### config.mk
export PLATFORM = sky130hd
export DESIGN_NAME = fdc_sd_arbiter
export DESIGN_NICKNAME = d
export VERILOG_FILES = /design/src/rtl/fdc_sd_arbiter.sv
export SDC_FILE = /design/constraint.sdc
export NUM_CORES = 1
export LEC_CHECK = 0
export CAP_MARGIN = 20
export CORE_UTILIZATION = 29
export DETAILED_ROUTE_END_ITERATION = 10
export PLACE_DENSITY = 0.8
export SYNTH_ARGS = -nofsm -noshare
export SYNTH_HDL_FRONTEND = slang
export SYNTH_SLANG_ARGS = --single-unit
### constraint.sdc
create_clock -name CLK -period 2.9 [get_ports CLK]
set_input_delay 0.29 -clock CLK [delete_from_list [all_inputs] [get_ports CLK]]
set_output_delay 0.29 -clock CLK [all_outputs]
set_load 0.01 [all_outputs]
### src/rtl/fdc_sd_arbiter.sv
// fdc_sd_arbiter: round-robin arbiter between four wd1793 SD block ports and
// the single MiSTer HPS SD block channel. One drive is granted at a time; its
// LBA and rd/wr are forwarded, and ack/buffer strobes are routed back to it.
// Optional watchdog: define FDC_SD_TIMEOUT_EN to abort stalled transfers.
module fdc_sd_arbiter #(
    parameter int unsigned NUM_DRV   = 4,
    parameter int unsigned TIMEOUT_W = 24
) (
    input  logic                     CLK,
    input  logic                     RESET_N,
    input  logic [NUM_DRV-1:0]       drv_rd,
    input  logic [NUM_DRV-1:0]       drv_wr,
    input  logic [NUM_DRV-1:0][31:0] drv_lba,
    input  logic [NUM_DRV-1:0][7:0]  drv_buff_din,
    output logic [NUM_DRV-1:0]       drv_ack,
    output logic [NUM_DRV-1:0]       drv_buff_wr,
    output logic [31:0]              hps_lba,
    output logic                     hps_rd,
    output logic                     hps_wr,
    input  logic                     hps_ack,
    input  logic                     hps_buff_wr,
    output logic [7:0]               hps_buff_din,
    output logic                     busy,
    output logic [1:0]               grant_idx,
    output logic                     timeout_err
);

    typedef enum logic [1:0] {StIdle, StIssue, StXfer, StDone} state_e;

    state_e               state_q, state_d;
    logic [1:0]           rr_ptr_q, rr_ptr_d;
    logic [1:0]           grant_q, grant_d;
    logic [31:0]          lba_q, lba_d;
    logic                 rd_q, rd_d;
    logic                 wr_q, wr_d;
    logic [NUM_DRV-1:0]   ack_q, ack_d;
    logic [NUM_DRV-1:0]   req;
    logic                 win_valid;
    logic [1:0]           win_idx;
    logic [1:0]           cand;
    logic                 to_hit;

    assign req = drv_rd | drv_wr;

    // Round-robin pick: scan from rr_ptr upward; lowest offset with a request wins.
    always_comb begin
        win_valid = 1'b0;
        win_idx   = rr_ptr_q;
        cand      = rr_ptr_q;
        for (int k = 3; k >= 0; k--) begin
            cand = rr_ptr_q + 2'(k);
            if (req[cand]) begin
                win_valid = 1'b1;
                win_idx   = cand;
            end
        end
    end

`ifdef FDC_SD_TIMEOUT_EN
    // Fires on the (2^TIMEOUT_W-1)th clock without an hps_ack edge.
    localparam logic [TIMEOUT_W-1:0] WdLast = {{(TIMEOUT_W-1){1'b1}}, 1'b0};

    logic [TIMEOUT_W-1:0] wd_q, wd_d;
    logic                 ack_prev_q;
    logic                 terr_q, terr_d;

    // Watchdog counter next-state: runs in ISSUE/XFER, restarts on any ack edge.
    always_comb begin
        wd_d   = '0;
        to_hit = 1'b0;
        if (state_q == StIssue || state_q == StXfer) begin
            if (hps_ack != ack_prev_q) begin
                wd_d = '0;
            end else if (wd_q == WdLast) begin
                to_hit = 1'b1;
            end else begin
                wd_d = wd_q + 1'b1;
            end
        end
    end

    // Sticky abort flag: set on watchdog expiry, cleared by the next grant.
    always_comb begin
        terr_d = terr_q;
        if (state_q == StIdle && win_valid) begin
            terr_d = 1'b0;
        end else if (to_hit) begin
            terr_d = 1'b1;
        end
    end

    // Watchdog state registers.
    always_ff @(posedge CLK or negedge RESET_N) begin
        if (!RESET_N) begin
            wd_q       <= '0;
            ack_prev_q <= 1'b0;
            terr_q     <= 1'b0;
        end else begin
            wd_q       <= wd_d;
            ack_prev_q <= hps_ack;
            terr_q     <= terr_d;
        end
    end

    assign timeout_err = terr_q;
`else
    // No watchdog: ISSUE/XFER wait indefinitely for the HPS.
    assign to_hit      = 1'b0;
    assign timeout_err = 1'b0;
`endif

    // FSM next-state and registered-output next values.
    always_comb begin
        state_d  = state_q;
        rr_ptr_d = rr_ptr_q;
        grant_d  = grant_q;
        lba_d    = lba_q;
        rd_d     = rd_q;
        wr_d     = wr_q;
        ack_d    = '0;
        unique case (state_q)
            StIdle: begin
                if (win_valid) begin
                    grant_d = win_idx;
                    lba_d   = drv_lba[win_idx];
                    // Read has priority when a drive asserts both.
                    rd_d    = drv_rd[win_idx];
                    wr_d    = ~drv_rd[win_idx];
                    state_d = StIssue;
                end
            end
            StIssue: begin
                if (to_hit) begin
                    rd_d    = 1'b0;
                    wr_d    = 1'b0;
                    state_d = StDone;
                end else if (hps_ack) begin
                    rd_d           = 1'b0;
                    wr_d           = 1'b0;
                    ack_d[grant_q] = 1'b1;
                    state_d        = StXfer;
                end else if (!req[grant_q]) begin
                    // Drive withdrew before the HPS answered: abort quietly.
                    rd_d    = 1'b0;
                    wr_d    = 1'b0;
                    state_d = StDone;
                end
            end
            StXfer: begin
                // Request changes are ignored here; the transfer runs to completion.
                if (to_hit) begin
                    state_d = StDone;
                end else if (hps_ack) begin
                    ack_d[grant_q] = 1'b1;
                end else begin
                    state_d = StDone;
                end
            end
            StDone: begin
                rr_ptr_d = grant_q + 2'd1;
                state_d  = StIdle;
            end
            default: state_d = StIdle;
        endcase
    end

    // FSM and registered-output state.
    always_ff @(posedge CLK or negedge RESET_N) begin
        if (!RESET_N) begin
            state_q  <= StIdle;
            rr_ptr_q <= 2'd0;
            grant_q  <= 2'd0;
            lba_q    <= 32'd0;
            rd_q     <= 1'b0;
            wr_q     <= 1'b0;
            ack_q    <= '0;
        end else begin
            state_q  <= state_d;
            rr_ptr_q <= rr_ptr_d;
            grant_q  <= grant_d;
            lba_q    <= lba_d;
            rd_q     <= rd_d;
            wr_q     <= wr_d;
            ack_q    <= ack_d;
        end
    end

    // Buffer strobe is combinational so a byte arriving with the first ack is not lost.
    always_comb begin
        drv_buff_wr = '0;
        if ((state_q == StIssue || state_q == StXfer) && hps_ack && hps_buff_wr) begin
            drv_buff_wr[grant_q] = 1'b1;
        end
    end

    assign hps_buff_din = drv_buff_din[grant_q];
    assign drv_ack      = ack_q;
    assign hps_lba      = lba_q;
    assign hps_rd       = rd_q;
    assign hps_wr       = wr_q;
    assign grant_idx    = grant_q;
    assign busy         = (state_q != StIdle);

endmodule
==> key figures <==
Run status
  – Status: completed

Synthesis
  – Post-Synth XOR/XNOR Area: 0
  – Share of synthesized registers carrying an async set or reset: 1.00
  – Area leader, netlist: dfrtp_1
  – Synth Area in Simple Gates: 0.0961
  – Top cells by area, synth: dfrtp_1 (33%), mux2i_1 (19%), o221ai_2 (14%), mux4_2 (6.1%), nand2_1 (4.5%)
  – Yosys top cell area share: 0.333
  – Main combinational cell family by area after synthesis: multiplexers
  – Number of synthesized flops with an enable pin: 0
  – Syn_nets: 471
  – Mapped Avg Cell Area: 11.4 µm²
  – Predominant post-synthesis flop cell: dfrtp_1
  – Yosys reg bits: 44
  – Syn Inst Count: 290
  – Seq/Total Area, Yosys: 0.333
  – Synth Area in Adders: 0.0340
  – Count leader, synth: mux2i_1
  – Mux contribution to synthesized area: 0.265
  – Synth top cells by count: mux2i_1 (64), dfrtp_1 (44), nand2_1 (40)
  – Post-synthesis cell type count: 41
  – Mapped Area: 3310 µm²
  – Compound-gate portion of the synthesized area: 0.209
  – Warnings from Yosys: 0

Global routing
  – Total Routing Usage GR: 0.175
  – Gr ovfl total: 0
  – Largest net degree at the start of global routing: 45
  – Vias in the first global route: 3,332
  – First-pass GRT wire length: 16,200 µm
  – Initial antenna violation count: 0

Route
  – Vias: 3,229
  – Via-per-instance ratio: 5.00
  – Drt first pass iters: 4
  – Initial drt markers: 108
  – DRT Wirelength: 10,900 µm
  – WL per Instance: 16.9 µm
  – Post-route DRC: 0
  – DRT antenna net count: 0

Floorplanning
  – Core Region: 11,000 µm²
  – I/O pins: 226
  – Height of the die: 109 µm
  – Initial Utilization: 0.301
  – Rows: 38
  – Die Wd: 109 µm
  – Total Die Area: 11,800 µm²

Clocking
  – Clk sinks: 44
  – CTS Buf Count: 5
  – Post-CTS setup buffers: 0
  – Clock Path Buffers: 2
  – CTS tree: done
  – Post_cts resized: 0
  – H-tree depth: 2
  – Hold-fix buffer count after cts: 0
  – Reg clk slew, reported paths: 0.06 ns
  – Clock Tree Root: clkbuf_16
  – Skew-Pair Late Insertion Delay: 0.28 ns

Pwr
  – Total power: 5.02 mW
  – Leak: 2.45 nW
  – VDD IR max: 432 µV
  – Power per Cell Area: 855 nW/µm²

Final layout
  – Share of layout cells above drive strength 1: 0.134
  – Register area: 1100 µm²
  – Area of the multi-input gates: 2020 µm²
  – Number of fill cells: 955
  – Fin nets: 686
  – Synthesis-to-layout area growth: 77.4%
  – Diodes inserted: 0
  – Finished Cell Area: 5870 µm²

Setup path
  – Nature of the critical path startpoint: flip-flop
  – Crit Path Class: reg -> out
  – Crit path DAT: 2.18 ns
  – Setup crit end kind: output pin
  – Worst EP required: 2.61 ns
  – Worst R2R Path Depth: 3
  – CP Max Fanout: 13

STA
  – Fin crit period: 2.47 ns
  – Finish-stage setup viols: 0
  – Final setup margin: 0.429 ns
  – Final max-slew violation count: 0
  – Peak Freq: 405 MHz
  – Setup Skew: 0.00487 ns
  – Crit share post-route: 0.852
  – Relative slew margins: 0.616
  – RSZ-0062 raised after global routing: no
  – Worst hold slack: 0.459 ns
  – Final TNS setup: 0 ns
  – Final Hold Fails: 0
  – Slew @ Worst Pin: 0.576 ns

Placed design
  – Dpl hpwl: 8600 µm
  – Final GP Congestion: 0.901
  – Placed cell areas: 5660 µm²
  – PortBufs: 224
  – Pre-CTS setup slack: 0.401 ns

Worst hold path
  – Hold/Removal Path Class: in -> async

Job
  – Max Cap Violations: 0
[through the flow]
stage / util / cells
final: 0.534 / 646
after global routing: 0.534 / 646
after CTS: 0.532 / 644
after detailed placement: 0.515 / 636
after global placement: 0.515 / 636
after floorplan: - / 290
[worst paths after layout]
check	from	to	slack, ns
min	RESET_N	hps_lba[13]	0.46
max reg2reg	grant_idx[1]	state_q[1]	0.82
max	grant_idx[1]	drv_buff_wr[1]	0.43
max in group asynchronous	RESET_N	grant_idx[0]	1.96
min in group CLK	hps_lba[30]	hps_lba[30]	0.49
min reg2reg	hps_lba[30]	hps_lba[30]	0.49
[cell families after synthesis]
group           Yosys count
other cells               1
fa+ha+maj                 9
simple gates             66
compound gates           62
mux                      76
flops                    44
buf+inv                  32
[registers in the layout (all words and copies together) (netlist names)]
signal     flops
state_q        2
hps_rd         1
rr_ptr_q       2
grant_idx      2
hps_wr         1
drv_ack        4
hps_lba       32
[layout make-up]
cell class | count | share of cell area
Clock inverter | 1 | 0.00512
Inverter | 6 | 0.00384
Sequential cell | 44 | 0.188
Clock buffer | 7 | 0.0260
Tap cell | 140 | 0.0299
Multi-Input combinational cell | 214 | 0.345
Timing Repair Buffer | 234 | 0.403
[layout by cell type, fill, tap and decap left out, types with 6 or more instances in the layout]
| master | instances |
|---|---|
| inv_1 | 6 |
| nand2_1 | 40 |
| ha_1 | 9 |
| clkdlybuf4s50_1 | 223 |
| dfrtp_1 | 44 |
| mux2i_1 | 64 |
| mux4_2 | 9 |
| nor2_1 | 6 |
| o221ai_2 | 30 |
[per-layer routing]
metal,routed length (µm),vias to the layer above,track usage
met5,0,-,0
li1,-,1540,-
met4,179,0,0.0608
met1,4390,1548,0.212
met3,604,15,0.0287
met2,5760,126,0.314
[report_power, final]
part / leakage [nW] / internal, mW / switching (mW) / total (mW)
sequential: 0.545 / 0.911 / 0.229 / 1.14
clock: 0.0901 / 0.454 / 0.234 / 0.688
combinational: 1.81 / 1.72 / 1.47 / 3.19
total: 2.45 / 3.09 / 1.93 / 5.02
[critical path, stage by stage, from the launching register on]
cell             delay, ns
dfrtp_1               0.71
inv_1                 0.18
ha_1                  0.21
and3_1                0.17
and2_1                0.16
clkdlybuf4s50_1       0.48
(Power assumes the default switching activity.)
